--- config.mk ---
export PLATFORM = sky130hd
export DESIGN_NAME = store_write_buffer
export DESIGN_NICKNAME = d
export VERILOG_FILES = /design/src/rtl/store_write_buffer.sv
export SDC_FILE = /design/constraint.sdc
export NUM_CORES = 2
export LEC_CHECK = 0
export BUFFER_PORTS_ARGS = -buffer_cell sky130_fd_sc_hd__clkbuf_2
export CAP_MARGIN = 5
export CORE_UTILIZATION = 45
export CTS_CLUSTER_SIZE = 24
export DETAILED_ROUTE_END_ITERATION = 7
export GPL_ROUTABILITY_DRIVEN = 0
export PLACE_DENSITY = 0.72
export SLEW_MARGIN = 10
export SYNTH_ARGS = -nofsm -noshare
export SYNTH_HDL_FRONTEND = slang
export SYNTH_SLANG_ARGS = --single-unit
--- constraint.sdc ---
create_clock -name clk -period 37.9 [get_ports clk]
set_clock_uncertainty 0.2 [all_clocks]
set_input_delay 3.79 -clock clk [delete_from_list [all_inputs] [get_ports clk]]
set_output_delay 3.79 -clock clk [all_outputs]
set_load 0.005 [all_outputs]
--- src/rtl/store_write_buffer.sv ---
// Write-combining store buffer between the store committer and the DCache write port.
// Merges into the youngest non-head cacheable entry and exposes a youngest-wins load probe.
module store_write_buffer #(
  parameter int unsigned ENTRY_NUM     = 4,
  parameter int unsigned ADDR_WIDTH    = 32,
  parameter int unsigned LINE_BYTE_NUM = 16
) (
  input  logic                            clk,
  input  logic                            rst,
  input  logic                            enqValid,
  output logic                            enqReady,
  input  logic [ADDR_WIDTH-1:0]           enqAddr,
  input  logic [LINE_BYTE_NUM*8-1:0]      enqData,
  input  logic [LINE_BYTE_NUM-1:0]        enqByteWE,
  input  logic                            enqUncachable,
  output logic                            dcWriteReq,
  input  logic                            dcWriteReqAck,
  output logic [ADDR_WIDTH-1:0]           dcWriteAddr,
  output logic [LINE_BYTE_NUM*8-1:0]      dcWriteData,
  output logic [LINE_BYTE_NUM-1:0]        dcWriteByteWE,
  output logic                            dcWriteUncachable,
  input  logic [ADDR_WIDTH-1:0]           loadProbeAddr,
  output logic [LINE_BYTE_NUM-1:0]        loadProbeByteValid,
  output logic [LINE_BYTE_NUM*8-1:0]      loadProbeData,
  output logic                            loadProbeHit,
  output logic                            empty,
  output logic [$clog2(ENTRY_NUM):0]      count
);

  localparam int unsigned PW = $clog2(ENTRY_NUM);
  localparam int unsigned CW = PW + 1;
  localparam int unsigned OW = $clog2(LINE_BYTE_NUM);
  localparam int unsigned LW = ADDR_WIDTH - OW;
  localparam int unsigned DW = LINE_BYTE_NUM * 8;

  logic [LW-1:0]            e_line  [ENTRY_NUM];
  logic [DW-1:0]            e_data  [ENTRY_NUM];
  logic [LINE_BYTE_NUM-1:0] e_we    [ENTRY_NUM];
  logic                     e_unc   [ENTRY_NUM];
  logic                     e_valid [ENTRY_NUM];

  logic [PW-1:0] head;
  logic [PW-1:0] tail;
  logic [PW-1:0] youngest;
  logic [PW-1:0] probe_idx;
  logic [LW-1:0] enq_line;
  logic [LW-1:0] probe_line;
  logic          fire;
  logic          pop;
  logic          merge;
  logic          alloc;

  assign enq_line   = enqAddr[ADDR_WIDTH-1:OW];
  assign probe_line = loadProbeAddr[ADDR_WIDTH-1:OW];
  assign youngest   = tail - PW'(1);
  assign empty      = (count == CW'(0));
  assign enqReady   = (count != CW'(ENTRY_NUM));
  assign dcWriteReq = !empty;
  assign fire       = enqValid && enqReady;
  assign pop        = dcWriteReqAck && !empty;
  // count >= 2 keeps the offered head out of reach of merging
  assign merge      = fire && (count >= CW'(2)) && (e_line[youngest] == enq_line)
                      && !e_unc[youngest] && !enqUncachable;
  assign alloc      = fire && !merge;

  assign dcWriteAddr       = empty ? '0 : {e_line[head], OW'(0)};
  assign dcWriteData       = empty ? '0 : e_data[head];
  assign dcWriteByteWE     = empty ? '0 : e_we[head];
  assign dcWriteUncachable = empty ? 1'b0 : e_unc[head];

  always_ff @(posedge clk or posedge rst) begin
    if (rst) begin
      head  <= '0;
      tail  <= '0;
      count <= '0;
      for (int i = 0; i < ENTRY_NUM; i++) begin
        e_line[i]  <= '0;
        e_data[i]  <= '0;
        e_we[i]    <= '0;
        e_unc[i]   <= 1'b0;
        e_valid[i] <= 1'b0;
      end
    end else begin
      if (pop) begin
        e_valid[head] <= 1'b0;
        head          <= head + PW'(1);
      end
      if (alloc) begin
        e_line[tail]  <= enq_line;
        e_data[tail]  <= enqData;
        e_we[tail]    <= enqByteWE;
        e_unc[tail]   <= enqUncachable;
        e_valid[tail] <= 1'b1;
        tail          <= tail + PW'(1);
      end
      if (merge) begin
        for (int b = 0; b < LINE_BYTE_NUM; b++) begin
          if (enqByteWE[b]) e_data[youngest][b*8 +: 8] <= enqData[b*8 +: 8];
        end
        e_we[youngest] <= e_we[youngest] | enqByteWE;
      end
      count <= count + CW'(alloc) - CW'(pop);
    end
  end

  // Walk oldest to youngest so younger entries overwrite older bytes.
  always_comb begin
    loadProbeByteValid = '0;
    loadProbeData      = '0;
    probe_idx          = '0;
    for (int i = 0; i < ENTRY_NUM; i++) begin
      probe_idx = head + PW'(i);
      if (e_valid[probe_idx] && (e_line[probe_idx] == probe_line)) begin
        for (int b = 0; b < LINE_BYTE_NUM; b++) begin
          if (e_we[probe_idx][b]) begin
            loadProbeByteValid[b]    = 1'b1;
            loadProbeData[b*8 +: 8]  = e_data[probe_idx][b*8 +: 8];
          end
        end
      end
    end
  end

  assign loadProbeHit = |loadProbeByteValid;

endmodule

==> results.toml <==
[power]
power_w = 0.006513
power.density_mw_per_mm2 = 106.8
ir_drop_mv = 0.09571
leakage_nw = 24.35

[critical_path]
startpoint_type = "input pin"
cp.arrival_ns = 8.31
r2r-end = "e_we[48]"
startpoint = "loadProbeAddr[15]"
timing.setup.critical_path_class = "in2out"
reg2reg_from = "tail[0]"
r2r_cells = 14
required_ns = 33.91
crit_path_end = "loadProbeHit"
crit_fanout = 33
critPathCaptureType = "primary output"
regToRegSetupSlack_ns = 30.75

[logic_synthesis]
synth_top_area_share_pct = 32.15
synth_top_area_cell = "dfrtp_1"
yosys-top-cells-area = "dfrtp_1 (32%), mux4_2 (28%), mux2_4 (8.3%), mux2_2 (7.0%), a21o_1 (2.7%)"
netlist_instances = 4276
synth_flop_cell = "dfrtp_1"
yosysSeqAreaShare_pct = 32.15
ys_seq_elements = 703
async_flop_share_pct = 100.0
yosys_warnings = 0
synth_edf_count = 0
syn_area_per_cell_um2 = 12.79
ys_types = 66
synth_area_mm2 = 0.05471

[timing]
report.final.hold_viol_count = 0
fin_crit_sh_pct = 32.45
slew-limit-headroom_pct = 8.109
fmax_mhz = 81.32
setup_tns_ns = 0
grt_setup_unrepaired = "no"
fin_crit_ns = 12.30
setup-violations-final = 0
tightest_slew_ns = 1.378
maxSlewViolCount = 0

[global_route]
grt_pass1_wl_um = 259100
grt-ovfl-total = 0
antenna_found_initial = 47
grt_max_degree = 172
grt_pass1_vias = 40544
grt.total_usage_pct = 27.73

[floorplan]
die_y_um = 350.7
io_pins = 541
fp.dieW_um = 350.7
row_count = 127
start_util_pct = 45.48
die_area_mm2 = 0.1230
coreArea_mm2 = 0.1203

[cells_and_area]
drive_gt1_share_pct = 45.83
nNetsFinal = 4755
layout_common_cells = "dfrtp_1 (700), mux4_2 (672), clkbuf_2 (528), nand2_1 (346), mux2_2 (342)"
fillers = 10307
layout_commonest_cell = "dfrtp_1"
area_growth_pct = 11.47

[detailed_routing]
routed_wl_um = 172800
drt_iter0_drc = 4856
wl_per_cell_um = 27.67
drt_pass1_iterations = 6
final_antenna_net_count = 0
via_per_inst = 6.668
vias = 41633
drc = 0

[place]
hpwl_um = 114600
port_buffers = 528

[min_path]
hp-class = "reg2reg"

[clock_tree]
clk_path_buf_depth = 3
cts_tree = "done"
cts_root_buffer = "clkbuf_16"
htreeDepth = 3
hold_buffers = 0
cts.sinks = 703
cts_resized = 0
numCtsBuffers = 85
post-cts-setup-buffers = 0
path_clk_slew_ns = 0.06
clk-insertion-delay-late_ns = 0.68

[run_status]
status = "complete, no violations"

[flow_run]
max_cap_viol_count = 0
flip-flops by register name (all words and copies together), names as in the netlist:
name	cells
e_line	112
e_we	64
count	3
e_unc	4
tail	2
e_data	512
head	2
e_valid	4
cell type report:
class	instances	area [µm²]	share of cell area [%]
antenna	32	80.08	0.1313
clock buffer	120	2500	4.099
clock inverter	38	539.3	0.8843
inverter	26	110.1	0.1805
multi-input combinational	3122	34930	57.28
sequential	703	17600	28.86
tap	1612	2017	3.307
timing repair buffer	591	3203	5.252
stage by stage:
stage / hold WS [ns] / std cells / instance area, µm² / utilization (%) / setup WS, ns
floorplan: 0.2923 / 4279 / 54720 / - / 14.19
CTS: 0.3265 / 6212 / 60900 / 50.63 / 25.65
global route: 0.3421 / 6236 / 60960 / 50.68 / 25.20
detailed placement: 0.3137 / 6054 / 57860 / 48.10 / 25.77
global placement: 0.3111 / 6054 / 57860 / 48.10 / 25.75
finish: 0.3247 / 6244 / 60980 / 50.70 / 25.60
routing by layer:
layer / vias up / share of wire (%) / global-route usage, %
li1: 17202 / - / -
met1: 21644 / 37 / 35.17
met2: 2251 / 47 / 43.00
met3: 508 / 9.9 / 7.677
met4: 28 / 5.6 / 15.21
met5: - / 0.10 / 0
critical path, cell delays in order:
cell and delay [ns]:
clkbuf_2 0.19, xnor2_1 0.21, a2111oi_0 0.91, o2111ai_1 0.30, a2111oi_2 0.56, buf_4 0.45, nand3_1 0.60, o2111ai_1 0.82
nor4_1 0.16, nand4_1 0.12, clkbuf_2 0.12
report_power, final:
part | internal [W] | total, W | leakage, nW | switching (W)
clock network | 0.000526 | 0.000887 | 1.50 | 0.000361
registers | 0.00114 | 0.00167 | 8.28 | 0.000533
logic | 0.00226 | 0.00395 | 14.6 | 0.00170
total | 0.00392 | 0.00651 | 24.4 | 0.00259
worst min path at each step:
stage,end,slack (ns),cells past startpoint,from
finish,e_unc[2],0.32,1,e_unc[2]
global route,e_unc[2],0.34,1,e_unc[2]
detailed placement,e_unc[2],0.31,1,e_unc[2]
global placement,e_unc[3],0.31,1,e_unc[3]
CTS,e_unc[2],0.33,1,e_unc[2]
floorplan,e_unc[2],0.29,1,e_unc[2]
Yosys cell counts, drive strengths merged, types with 3 or more instances:
cell     number
a2111oi       7
a211oi        3
a21o        197
a21oi        76
a221oi        5
a22oi         3
a311oi        3
a31oi       132
and2          8
and3         29
buf         244
clkbuf      184
dfrtp       703
ha           12
inv          25
mux2        646
mux2i       109
mux4        672
nand2       346
nand2b        4
nand3       149
nand4        37
nor2        164
nor2b       166
nor3         10
nor4         12
nor4b        16
o2111ai      21
o211ai        5
o21ai        31
o221ai        5
o22a         65
o22ai         8
o311ai        3
o31ai         3
o32ai         4
or2           4
or4           5
or4b         15
xnor2        94
xor2         33
cells by family (layout without fill, tap and decap cells):
| kind of cell | Yosys count | in the layout | synth area share (%) |
|---|---|---|---|
| mux | 1427 | 1427 | 45.04 |
| simple gates | 967 | 967 | 8.631 |
| flops | 703 | 703 | 32.15 |
| compound gates | 584 | 584 | 7.508 |
| buf+inv | 454 | 775 | 4.318 |
| xor+xnor | 127 | 127 | 2.033 |
| fa+ha+maj | 13 | 13 | 0.3110 |
| other cells | 1 | 36 | 0.006854 |
No activity file was read; power rests on OpenSTA's default activity.
